## config.mk

```make
export PLATFORM = sky130hd
export DESIGN_NAME = pipeline_ctrl
export DESIGN_NICKNAME = d
export VERILOG_FILES = /design/src/rtl/pipe_ctrl_pkg.sv /design/src/rtl/sat_counter.sv /design/src/rtl/pipeline_ctrl.sv
export SDC_FILE = /design/constraint.sdc
export NUM_CORES = 1
export LEC_CHECK = 0
export CAP_MARGIN = 25
export CORE_ASPECT_RATIO = 1.25
export CORE_MARGIN = 1.5
export CORE_UTILIZATION = 49
export DETAILED_ROUTE_END_ITERATION = 16
export DONT_BUFFER_PORTS = 1
export GPL_TIMING_DRIVEN = 0
export HOLD_SLACK_MARGIN = 0.12
export PLACE_DENSITY = 0.67
export SYNTH_ARGS = -nofsm -noshare
export SYNTH_HDL_FRONTEND = slang
export SYNTH_SLANG_ARGS = --single-unit
```

## constraint.sdc

```tcl
create_clock -name clk_i -period 2.9 [get_ports clk_i]
set_input_delay 0.58 -clock clk_i [delete_from_list [all_inputs] [get_ports clk_i]]
set_output_delay 0.58 -clock clk_i [all_outputs]
set_load 0.01 [all_outputs]
```

## src/rtl/pipe_ctrl_pkg.sv

```systemverilog
// Shared types and defaults for the pipeline control block.
package pipe_ctrl_pkg;

   // Memory-handshake FSM states.
   typedef enum logic [1:0] {
      StRun     = 2'd0,
      StMemWait = 2'd1,
      StError   = 2'd2
   } state_e;

   localparam int unsigned CntWDefault       = 16;
   localparam int unsigned MemTimeoutDefault = 63;

endpackage

```

## src/rtl/sat_counter.sv

```systemverilog
// Saturating up-counter with synchronous clear; clear wins over increment.
module sat_counter #(
   parameter int unsigned CNT_W = 16
) (
   input  logic             clk_i,
   input  logic             rst_i,
   input  logic             clr_i,
   input  logic             inc_i,
   output logic [CNT_W-1:0] cnt_o
);

   logic [CNT_W-1:0] cnt_q, cnt_d;

   // Next count: clear first, otherwise increment until all-ones.
   always_comb begin
      cnt_d = cnt_q;
      if (clr_i) begin
         cnt_d = '0;
      end else if (inc_i && (cnt_q != '1)) begin
         cnt_d = cnt_q + CNT_W'(1);
      end
   end

   // Count register with synchronous reset.
   always_ff @(posedge clk_i) begin
      if (rst_i) begin
         cnt_q <= '0;
      end else begin
         cnt_q <= cnt_d;
      end
   end

   assign cnt_o = cnt_q;

endmodule

```

## src/rtl/pipeline_ctrl.sv

```systemverilog
// Pipeline control: memory-access FSM, freeze/flush/bubble arbitration and
// performance counters for stalled cycles and branch flushes.
module pipeline_ctrl
   import pipe_ctrl_pkg::*;
#(
   parameter int unsigned CNT_W       = CntWDefault,
   parameter int unsigned MEM_TIMEOUT = MemTimeoutDefault
) (
   input  logic             clk_i,
   input  logic             rst_i,
   input  logic             hazard_i,
   input  logic             branch_taken_i,
   input  logic             mem_req_i,
   input  logic             mem_ready_i,
   input  logic             cnt_clr_i,
   output logic             mem_start_o,
   output logic             freeze_all_o,
   output logic             freeze_front_o,
   output logic             flush_if_id_o,
   output logic             bubble_exe_o,
   output logic             mem_error_o,
   output logic [CNT_W-1:0] stall_cnt_o,
   output logic [CNT_W-1:0] flush_cnt_o
);

   // wait_cnt must be able to hold MEM_TIMEOUT itself.
   localparam int unsigned WaitW = (MEM_TIMEOUT < 2) ? 1 : $clog2(MEM_TIMEOUT + 1);

   state_e           state_q, state_d;
   logic [WaitW-1:0] wait_cnt_q, wait_cnt_d;

   logic mem_start;
   logic freeze_all;
   logic mem_error;
   logic freeze_front;
   logic flush_if_id;
   logic bubble_exe;

   // FSM next state and memory-side outputs; reset forces outputs low.
   always_comb begin
      state_d    = state_q;
      wait_cnt_d = wait_cnt_q;
      mem_start  = 1'b0;
      freeze_all = 1'b0;
      mem_error  = 1'b0;
      unique case (state_q)
         StRun: begin
            // mem_ready is ignored here so an access always takes >= 1 wait cycle.
            if (mem_req_i) begin
               mem_start  = 1'b1;
               freeze_all = 1'b1;
               state_d    = StMemWait;
               wait_cnt_d = '0;
            end
         end
         StMemWait: begin
            if (mem_ready_i) begin
               state_d = StRun;
            end else begin
               freeze_all = 1'b1;
               if (wait_cnt_q == WaitW'(MEM_TIMEOUT)) begin
                  state_d = StError;
               end else begin
                  wait_cnt_d = wait_cnt_q + WaitW'(1);
               end
            end
         end
         StError: begin
            freeze_all = 1'b1;
            mem_error  = 1'b1;
         end
         default: begin
            state_d = StRun;
         end
      endcase
      if (rst_i) begin
         mem_start  = 1'b0;
         freeze_all = 1'b0;
         mem_error  = 1'b0;
      end
   end

   // Front-end arbitration: freeze beats branch, branch beats hazard.
   always_comb begin
      freeze_front = 1'b0;
      flush_if_id  = 1'b0;
      bubble_exe   = 1'b0;
      if (!rst_i && !freeze_all) begin
         if (branch_taken_i) begin
            flush_if_id = 1'b1;
            bubble_exe  = 1'b1;
         end else if (hazard_i) begin
            freeze_front = 1'b1;
            bubble_exe   = 1'b1;
         end
      end
   end

   // FSM state and wait counter registers.
   always_ff @(posedge clk_i) begin
      if (rst_i) begin
         state_q    <= StRun;
         wait_cnt_q <= '0;
      end else begin
         state_q    <= state_d;
         wait_cnt_q <= wait_cnt_d;
      end
   end

   sat_counter #(
      .CNT_W (CNT_W)
   ) u_stall_cnt (
      .clk_i (clk_i),
      .rst_i (rst_i),
      .clr_i (cnt_clr_i),
      .inc_i (freeze_all | freeze_front),
      .cnt_o (stall_cnt_o)
   );

   sat_counter #(
      .CNT_W (CNT_W)
   ) u_flush_cnt (
      .clk_i (clk_i),
      .rst_i (rst_i),
      .clr_i (cnt_clr_i),
      .inc_i (flush_if_id),
      .cnt_o (flush_cnt_o)
   );

   assign mem_start_o    = mem_start;
   assign freeze_all_o   = freeze_all;
   assign freeze_front_o = freeze_front;
   assign flush_if_id_o  = flush_if_id;
   assign bubble_exe_o   = bubble_exe;
   assign mem_error_o    = mem_error;

endmodule

```

; ---- After elaboration in Yosys (flattened, before gate mapping)
; Cells that the tools add are included.
[totals]
in_bits = 7
ff_bits = 40
word_cells = 51
out_inout_bits = 38
[classes]
addsub = 3
muxes = 23
eq_ne = 9
reduce_logical = 10
n_bitwise = 2
[ops]
columns = cell, n
row1 = "adder 16 x 1 -> 16 bit, second input constant", 2
row2 = "inequality test 16 bit, second input constant", 2
row3 = two-way mux 6 bit, 3
row4 = two-way mux 1 bit, 14
row5 = case mux 6 bit (2 select lines), 1
row6 = "adder 6 x 1 -> 6 bit, second input constant", 1
row7 = "equality test 6 bit, second input constant", 1
row8 = two-way mux 2 bit, 3
row9 = "inequality test 2 bit, second input constant", 3
row10 = case mux 2 bit (3 select lines), 1
row11 = AND reduction 4 bit, 1
row12 = logical AND 1 bit, 3
row13 = "inequality test 3 bit, second input constant", 1
row14 = case mux 1 bit (3 select lines), 1
row15 = AND reduction 3 bit, 1
row16 = "equality test 2 x 1 -> 1 bit, second input constant", 1
row17 = "equality test 2 bit, second input constant", 1
row18 = zero test 1 bit, 2
row19 = zero test 2 bit, 1
row20 = nonzero test 2 bit, 1
row21 = OR reduction 2 bit, 1
row22 = NOT 1 bit, 1
row23 = OR 1 bit, 1

; ---- Depth between registers and ports, before layout
; Gate-level depths: netlist (run 1).
[logic_depth]
word_depth = 8
depth_mapped = 7
ltp_nobuf = 6

; ---- Hierarchy
; Synthesis (run 1) repeated with hierarchy kept, for this count alone.
[hier_totals]
hier_cells = 261
area_unflattened_um2 = 2278.4
[modules_own_cells]
columns = mod, seq_area_each_um2, n_inst, cells_each, area_each_um2
row1 = sat_counter, 320.3, 2, 102, 917.1
row2 = pipeline_ctrl, 160.2, 1, 57, 444.2

; ---- Least setup slack after synthesis (run 1)
; Ideal clock, no wire load.
[synth_timing]
kind = input -> register
from = input port mem_ready_i
to = register u_stall_cnt.cnt_q[7] (netlist: u_stall_cnt.cnt_o[7])
setup_time_ps = 59
setup_slack_ps = 906
n_path_buf = 1
stages = 6
arrival_time_ps = 1935
t_required_ps = 2841
cell_sequence = or3b_1 > buf_6 > a31oi_4 > o2111ai_2 > or4_1 > nand2_1
[synth_between]
elab_chain_len = 8
[synth_lines]
columns = item, line_no
row1 = from (decl), pipeline_ctrl.sv:14  ; input logic mem_ready_i,
row2 = two-way mux 1 bit (*), pipeline_ctrl.sv:57  ; if (mem_ready_i) begin
row3 = case mux 1 bit (3 select lines) (*), pipeline_ctrl.sv:46  ; unique case (state_q)
row4 = two-way mux 1 bit (*), pipeline_ctrl.sv:76  ; if (rst_i) begin
row5 = zero test 1 bit, pipeline_ctrl.sv:88  ; if (!rst_i && !freeze_all) begin
row6 = logical AND 1 bit, pipeline_ctrl.sv:88
row7 = two-way mux 1 bit, pipeline_ctrl.sv:88
row8 = OR 1 bit (*), pipeline_ctrl.sv:116  ; .inc_i (freeze_all | freeze_front),
row9 = logical AND 1 bit (*), sat_counter.sv:19  ; end else if (inc_i && (cnt_q != '1)) begin
row10 = to (signal assigned), sat_counter.sv:29  ; cnt_q <= cnt_d;
row11 = to (decl), sat_counter.sv:12  ; logic [CNT_W-1:0] cnt_q, cnt_d;
; Every way passes the cells marked *; elsewhere a longest branch is shown, timed or not.
; A chain may end at the register's enable or synchronous reset.

; ---- Worst setup path in the final report (run 1)
[layout_timing]
from = register u_stall_cnt.cnt_q[6] (netlist: u_stall_cnt.cnt_o[6])
to = register u_stall_cnt.cnt_q[11] (netlist: u_stall_cnt.cnt_o[11])
[layout_between]
elab_chain_len = 2
elab_cells_between_ends = 3
classes_between = add/sub (1) / eq/ne (1) / reduce/logical (1)
[layout_lines]
columns = item
row1 = branches (longest 2 deep; another with adder 16 x 1 -> 16 bit)
; Several ways; the timed one is not identified.

==> summary.md, run 1 <==
| Metric | Value |
|---|---|
| Top cell type's share of synthesized area | `38.6%` |
| Starting Density | `just over 50%` |
| CTS tree | `built` |
| Final setup viols | `0` |
| Largest area contributor in the netlist | `dfxtp_1` |
| Die Width | `61.2 um` |
| Hold Crit Class | `flop to flop` |
| Cell with the most instances after synthesis | `dfxtp_1` |
| IO buf count | `0` |
| Root Buffer | `clkbuf_8` |
| R2r endpoint | `u_stall_cnt.cnt_o[11]$_SDFFE_PP0P_` |
| Max-cap check violation count | `0` |
| Syn. warnings | `0` |
| Mapped cell area | `0.00208 mm^2` |
| Starting DRT DRC Count | `76` |
| Clk_lat worst skew | `0.29 ns` |
| Clock sinks | `40` |
| Layout cell share with drive strength beyond 1 | `under 10%` |
| Setup crit start | `u_stall_cnt.cnt_o[6]$_SDFFE_PP0P_` |
| Routed WL | `~4200 um` |
| Full die area | `0.00464 mm^2` |
| Vias in the first global route | `1496` |
| Worst-path clk slew | `0.08 ns` |
| Final Hold Vio Count | `0` |
| CP Data Required Time | `3.06 ns` |
| Total global routing overflow | `0` |
| Synth Area in Compound Gates | `12.8%` |
| Initial antenna violation count | `0` |
| Number of diodes | `0` |
| Worst Hold Path EP | `wait_cnt_q[5]$_SDFFE_PP0P_` |
| F_max | `0.478 GHz` |
| Die height | `75.8 um` |
| Finished Cell Area | `between 0.002 and 0.0025 mm^2` |
| Status | `complete, no violations` |
| Post-synthesis mux area share | `0%` |
| Setup Skew | `0.00752 ns` |
| H-tree depth | `2` |
| Sequential share of the synthesized area | `38.6%` |
| Hold Path Depth | `2` |
| Setup TNS | `0 ns` |
| Post-CTS Setup Bufs | `0` |
| Routed len/inst | `13.8 um` |
| Area share of and/or/nand/nor cells after synthesis | `34.1%` |
| Power Density | `approximately 490 mW/mm^2` |
| HPWL Detailed | `3170 um` |
| PostCTS Resize Cnt | `0` |
| Final period util | `~72%` |
| Crit path DAT | `2.25 ns` |
| Fraction of the mapped netlist area in adder cells | `1.81%` |
| Ys async rst share | `0%` |
| CP Max Fanout | `6` |
| Largest family of logic cells by synthesized area | `simple AND/OR/NAND/NOR gates` |
| First-pass GRT wire length | `roughly 6800 um` |
| R2R cell count | `6` |
| Cts bufs inserted | `5` |
| Top Ports | `45` |
| # fillers | `between 400 and 500` |
| Drt first pass iters | `4` |
| Avg Inst Size Synth | `8.51 um^2` |
| Cell area after placement | `0.00215 mm^2` |
| Ranking of synthesized cells by area | `dfxtp_1 39%, nor2_1 6.3%, xnor2_1 6.3%, xor2_1 3.8%, nand2_1 3.6%` |
| Post-synth top flop | `dfxtp_1` |
| Largest net degree at the start of global routing | `13` |
| Worst R2R Setup Slack | `0.81 ns` |
| Nets@finish | `261` |
| Vias post-DR | `between 1500 and 2000` |
| Placer Congestion | `0.806` |
| Non-Filler Instances | `308` |
| Max Root-Sink Buffers | `2` |
| Final slew viol count | `0` |
| #FFs+latches synth | `40` |
| Final core utilization | `between 50 and 60%` |
| # rows | `26` |
| Worst R2R Start | `u_stall_cnt.cnt_o[6]$_SDFFE_PP0P_` |
| Kind of start point of the critical path | `flop` |
| CTS Hold Buffers Added | `0` |
| Antenna Violating Nets Remaining | `0` |
| Post-synth EDFFs | `0` |
| Worst slew margin | `55.0%` |
| Top cells by count, synth | `40 x dfxtp_1, 35 x nor2_1, 20 x nand2_1` |
| WS Path Type | `flop to flop` |
| Area growth syn-to-layout | `9.46%` |
| Vias per cell | `5.68` |
| CP endpoint kind | `flop` |
| RSZ-0062 raised after global routing | `false` |
| Residual DRC | `0` |
| HP Start | `wait_cnt_q[5]$_SDFFE_PP0P_` |
| Lkg Pwr | `0.716 nW` |
| Count of different cell masters after synthesis | `45` |
| Hold WS | `0.493 ns` |
| Floorplan core area | `0.00407 mm^2` |
| Worst Tran Pin Value | `roughly 0.67 ns` |
| DP Cell Count | `300` |
| Xor/xnor cell area share of the yosys netlist | `10.1%` |
| Mapped Cells | `244` |
| Synthesized Nets | `254` |
| IR drop worst, VDD | `0.000255 V` |
| Minimum clock period | `2.09 ns` |
| GRT Overall Usage | `19.4%` |
## cell usage in the layout, fill, tap and decap left out, drive strengths merged, types with 2 or more instances in the layout
cell and count:
or3 5, o211ai 7, nor3b 2, or4 7, nor2 35, ha 3, or2 3, buf 2
o21ai 8, nor3 11, xor2 9, nand3 15, nand2 20, clkbuf 12, nand4b 3, nor4 5
a211oi 3, and3 2, dfxtp 40, nand2b 3, and4 4, xnor2 15, a21oi 9, nand4 11
inv 5
## state kept, by name (all words and copies together) (netlist names)
register / cells
u_flush_cnt.cnt_o: 16
u_stall_cnt.cnt_o: 16
wait_cnt_q: 6
state_q: 2
## area by class of cell
cell class | count | area (um^2) | area share [%]
multi-input cells | 192 | 1220 | 53.7
flip-flops and latches | 40 | 801 | 35.2
clock buffers | 7 | 96.3 | 4.24
well taps | 56 | 70.1 | 3.08
plain buffers | 7 | 35.0 | 1.54
clock inverters | 1 | 30.0 | 1.32
inverters | 5 | 18.8 | 0.826
## through the flow
stage | setup WS, ns | power (mW)
after CTS | 0.785 | 1.13
after detailed placement | 0.746 | 0.634
after floorplan | 0.906 | 0.620
final | 0.808 | 1.12
after global placement | 0.769 | 0.633
after global routing | 0.655 | 1.16
## how the worst max path moves through the flow
| stage | to | slack [ns] |
|---|---|---|
| 4_1_cts | u_stall_cnt.cnt_o[11]$_SDFFE_PP0P_ | 0.78 |
| 2_1_floorplan | u_stall_cnt.cnt_o[7]$_SDFFE_PP0P_ | 0.91 |
| 6_report | u_stall_cnt.cnt_o[11]$_SDFFE_PP0P_ | 0.81 |
| 3_5_place_dp | u_flush_cnt.cnt_o[14]$_SDFFE_PP0P_ | 0.75 |
| 5_1_grt | u_stall_cnt.cnt_o[9]$_SDFFE_PP0P_ | 0.66 |
| 3_3_place_gp | u_flush_cnt.cnt_o[14]$_SDFFE_PP0P_ | 0.77 |
## per-layer routing
metal,vias up,routed length (um),global-route usage [%]
li1,905,-,-
met1,804,1890,22.0
met2,33,2070,33.0
met3,6,220,7.47
met4,0,57,6.52
met5,-,0,0
## worst max-delay path: stages, from the launching register on
cell	delay [ns]
dfxtp_1	0.49
nand4_1	0.25
or4_1	0.54
buf_2	0.18
o2111ai_2	0.29
or3_1	0.16
a21oi_1	0.06
## power breakdown
| group | switching, mW | internal (mW) | total, mW |
|---|---|---|---|
| Combinational | 0.0411 | 0.0203 | 0.0615 |
| Sequential | 0.00549 | 0.553 | 0.558 |
| Clock | 0.195 | 0.304 | 0.499 |
## cell families after synthesis
| group | count (synthesis) |
|---|---|
| AOI/OAI and AO/OA | 35 |
| xor gates and xnor gates | 24 |
| adders and majority gates | 3 |
| buffers and inverters | 12 |
| DFF | 40 |
| and+or+nand+nor | 130 |
(Power assumes the default switching activity.)
==> run 2, diff against run 1 <==
clock period = 2 ns   (was 2.9 ns; I/O delays follow)
==> run 2 against run 1 <==
  * Critical path type unchanged
  * Clock skew down 0.0014 ns
  * Cell area up 6.1%
  * Setup slack worse by 0.76 ns
  * Register-to-register slack worse by 0.76 ns
  * Critical path depth unchanged
  * Critical endpoint is now u_stall_cnt.cnt_o[4]$_SDFFE_PP0P_
  * Fmax up 7.3%
==> summary.md, run 2 (synthesis results as in run 1) <==
| Metric | Value |
|---|---|
| Status | `complete, no violations` |
| Total power draw | `1.64 mW` |
| Commonest cells after routing, fill and taps aside | `35 x nor2_1, 33 x dfxtp_1, 20 x nand2_1` |
| Nets@finish | `269` |
| Hold Path Depth | `4` |
| Starting Density | `51.0%` |
| Number of diodes | `0` |
| Non-Filler Instances | `316` |
| Vias in the first global route | `1502` |
| Crit path DAT | `2.19 ns` |
| Vias per cell | `5.59` |
| Die height | `75.8 um` |
| First-pass GRT wire length | `6830 um` |
| Pre-CTS setup slack | `-0.105 ns` |
| Cts bufs inserted | `5` |
| Worst Tran Pin Value | `0.642 ns` |
| Final setup viols | `0` |
| Power Density | `just under 700 mW/mm^2` |
| Final core utilization | `between 50% and 60%` |
| Layout cell share with drive strength beyond 1 | `16.5%` |
| Cell area after placement | `between 0.002 and 0.0025 mm^2` |
| Top Ports | `45` |
| Hold Crit Class | `primary input to flop` |
| Max-cap check violation count | `0` |
| RSZ-0062 raised after global routing | `true` |
| Setup TNS | `0 ns` |
| CP endpoint kind | `flop` |
| HPWL Detailed | `3170 um` |
| Setup Skew | `0.00615 ns` |
| WS Path Type | `flop to flop` |
| Commonest non-fill, non-tap cell in the layout | `nor2_1` |
| Placer Congestion | `0.806` |
| Minimum clock period | `1.95 ns` |
| F_max | `0.513 GHz` |
| Die Width | `approximately 61 um` |
| Vias post-DR | `1768` |
| R2R cell count | `6` |
| Final period util | `a little over nine tenths` |
| Largest net degree at the start of global routing | `13` |
| Final slew viol count | `0` |
| Floorplan core area | `0.00407 mm^2` |
| Clock sinks | `40` |
| Full die area | `approximately 0.0046 mm^2` |
| Drt first pass iters | `4` |
| Worst R2R Setup Slack | `0.05 ns` |
| H-tree depth | `2` |
| Lkg Pwr | `0.778 nW` |
| GRT Overall Usage | `19.6%` |
| CP Max Fanout | `9` |
| Finished Cell Area | `0.00241 mm^2` |
| Root Buffer | `clkbuf_8` |
| Setup slack after layout | `0.0503 ns` |
| Worst-path clk slew | `0.08 ns` |
| Starting DRT DRC Count | `93` |
| Routed len/inst | `between 10 and 15 um` |
| Worst Hold Path EP | `u_stall_cnt.cnt_o[7]$_SDFFE_PP0P_` |
| Kind of start point of the critical path | `flop` |
| DP Cell Count | `300` |
| Residual DRC | `0` |
| # rows | `26` |
| Final Hold Vio Count | `0` |
| R2r endpoint | `u_stall_cnt.cnt_o[4]$_SDFFE_PP0P_` |
| Area growth syn-to-layout | `16.1%` |
| Max Root-Sink Buffers | `2` |
| Worst slew margin | `a little under three fifths` |
| IO buf count | `0` |
| Worst R2R Start | `state_q[0]$_SDFFE_PP0P_` |
| Total global routing overflow | `0` |
| CTS tree | `built` |
| CP Data Required Time | `2.24 ns` |
| Antenna Violating Nets Remaining | `0` |
| Routed WL | `around 4400 um` |
| Hold WS | `0.402 ns` |
| HP Start | `rst_i` |
| Clk_lat worst skew | `0.29 ns` |
| IR drop worst, VDD | `0.000393 V` |
| Initial antenna violation count | `0` |
[run 2: cell types whose count changed in the layout (fill, tap and decap cells not counted), moves of 3 or more]
cell	delta
buf_4	+9
dfxtp_1	-7
dfxtp_2	+3
dfxtp_4	+4
[run 2: routing by layer]
layer  track usage [%]  vias to the layer above  wire length [um]
met5                 0                        -                 0
met3              7.47                        7               224
met1              22.2                      812              1920
li1                  -                      917                 -
met4              6.52                        0                61
met2              33.3                       32              2180
[run 2: what timing repair did]
action                     4_1_cts  5_1_grt
gates resized for setup          7       16
setup buffers                    1        8
setup endpoints to repair       13       20
hold buffers                     0        0
hold endpoints to repair         0        0
pin swaps                        1        7
[run 2: cell type report]
type / count / area [um^2]
plain buffers: 6 / 30.0
fillers: 404 / 1660
clock buffers: 7 / 96.3
inverters: 5 / 21.3
well taps: 56 / 70.1
clock inverters: 1 / 30.0
repair buffers: 9 / 67.6
flip-flops and latches: 40 / 820
multi-input cells: 192 / 1270
[run 2: worst max-delay path: stages, from the launching register on]
cell and delay, ns:
dfxtp_4 0.37, or3b_4 0.43, a31oi_4 0.28, buf_4 0.17, o21ai_4 0.09, or4_1 0.48, nand2_1 0.07
[run 2: worst max-delay path by stage]
| stage | startpoint | depth (start not counted) | end | slack (ns) |
|---|---|---|---|---|
| global route | state_q[0]$_SDFFE_PP0P_ | 5 | u_stall_cnt.cnt_o[7]$_SDFFE_PP0P_ | -0.04 |
| floorplan | u_stall_cnt.cnt_o[0]$_SDFFE_PP0P_ | 7 | u_stall_cnt.cnt_o[11]$_SDFFE_PP0P_ | 0.13 |
| finish | state_q[0]$_SDFFE_PP0P_ | 6 | u_stall_cnt.cnt_o[4]$_SDFFE_PP0P_ | 0.05 |
| detailed placement | u_stall_cnt.cnt_o[6]$_SDFFE_PP0P_ | 6 | u_stall_cnt.cnt_o[11]$_SDFFE_PP0P_ | -0.10 |
| CTS | u_stall_cnt.cnt_o[0]$_SDFFE_PP0P_ | 7 | u_stall_cnt.cnt_o[11]$_SDFFE_PP0P_ | 0.02 |
| global placement | u_stall_cnt.cnt_o[6]$_SDFFE_PP0P_ | 6 | u_stall_cnt.cnt_o[9]$_SDFFE_PP0P_ | -0.08 |
[run 2: where the power goes]
group          internal (mW)  switching, mW  total (mW)
Clock                  0.441          0.285       0.725
Sequential             0.798        0.00870       0.807
Combinational         0.0398         0.0631       0.103
Total                   1.28          0.357        1.64
==> run 3, diff against run 2 <==
ABC_CLOCK_PERIOD_IN_PS = 2000   (was not set)
CAP_MARGIN = 10   (was 25)
GPL_ROUTABILITY_DRIVEN = 0   (was not set)
==> results of run 3 <==
No change in the layout: final DEF, timing and power equal those of run 2.
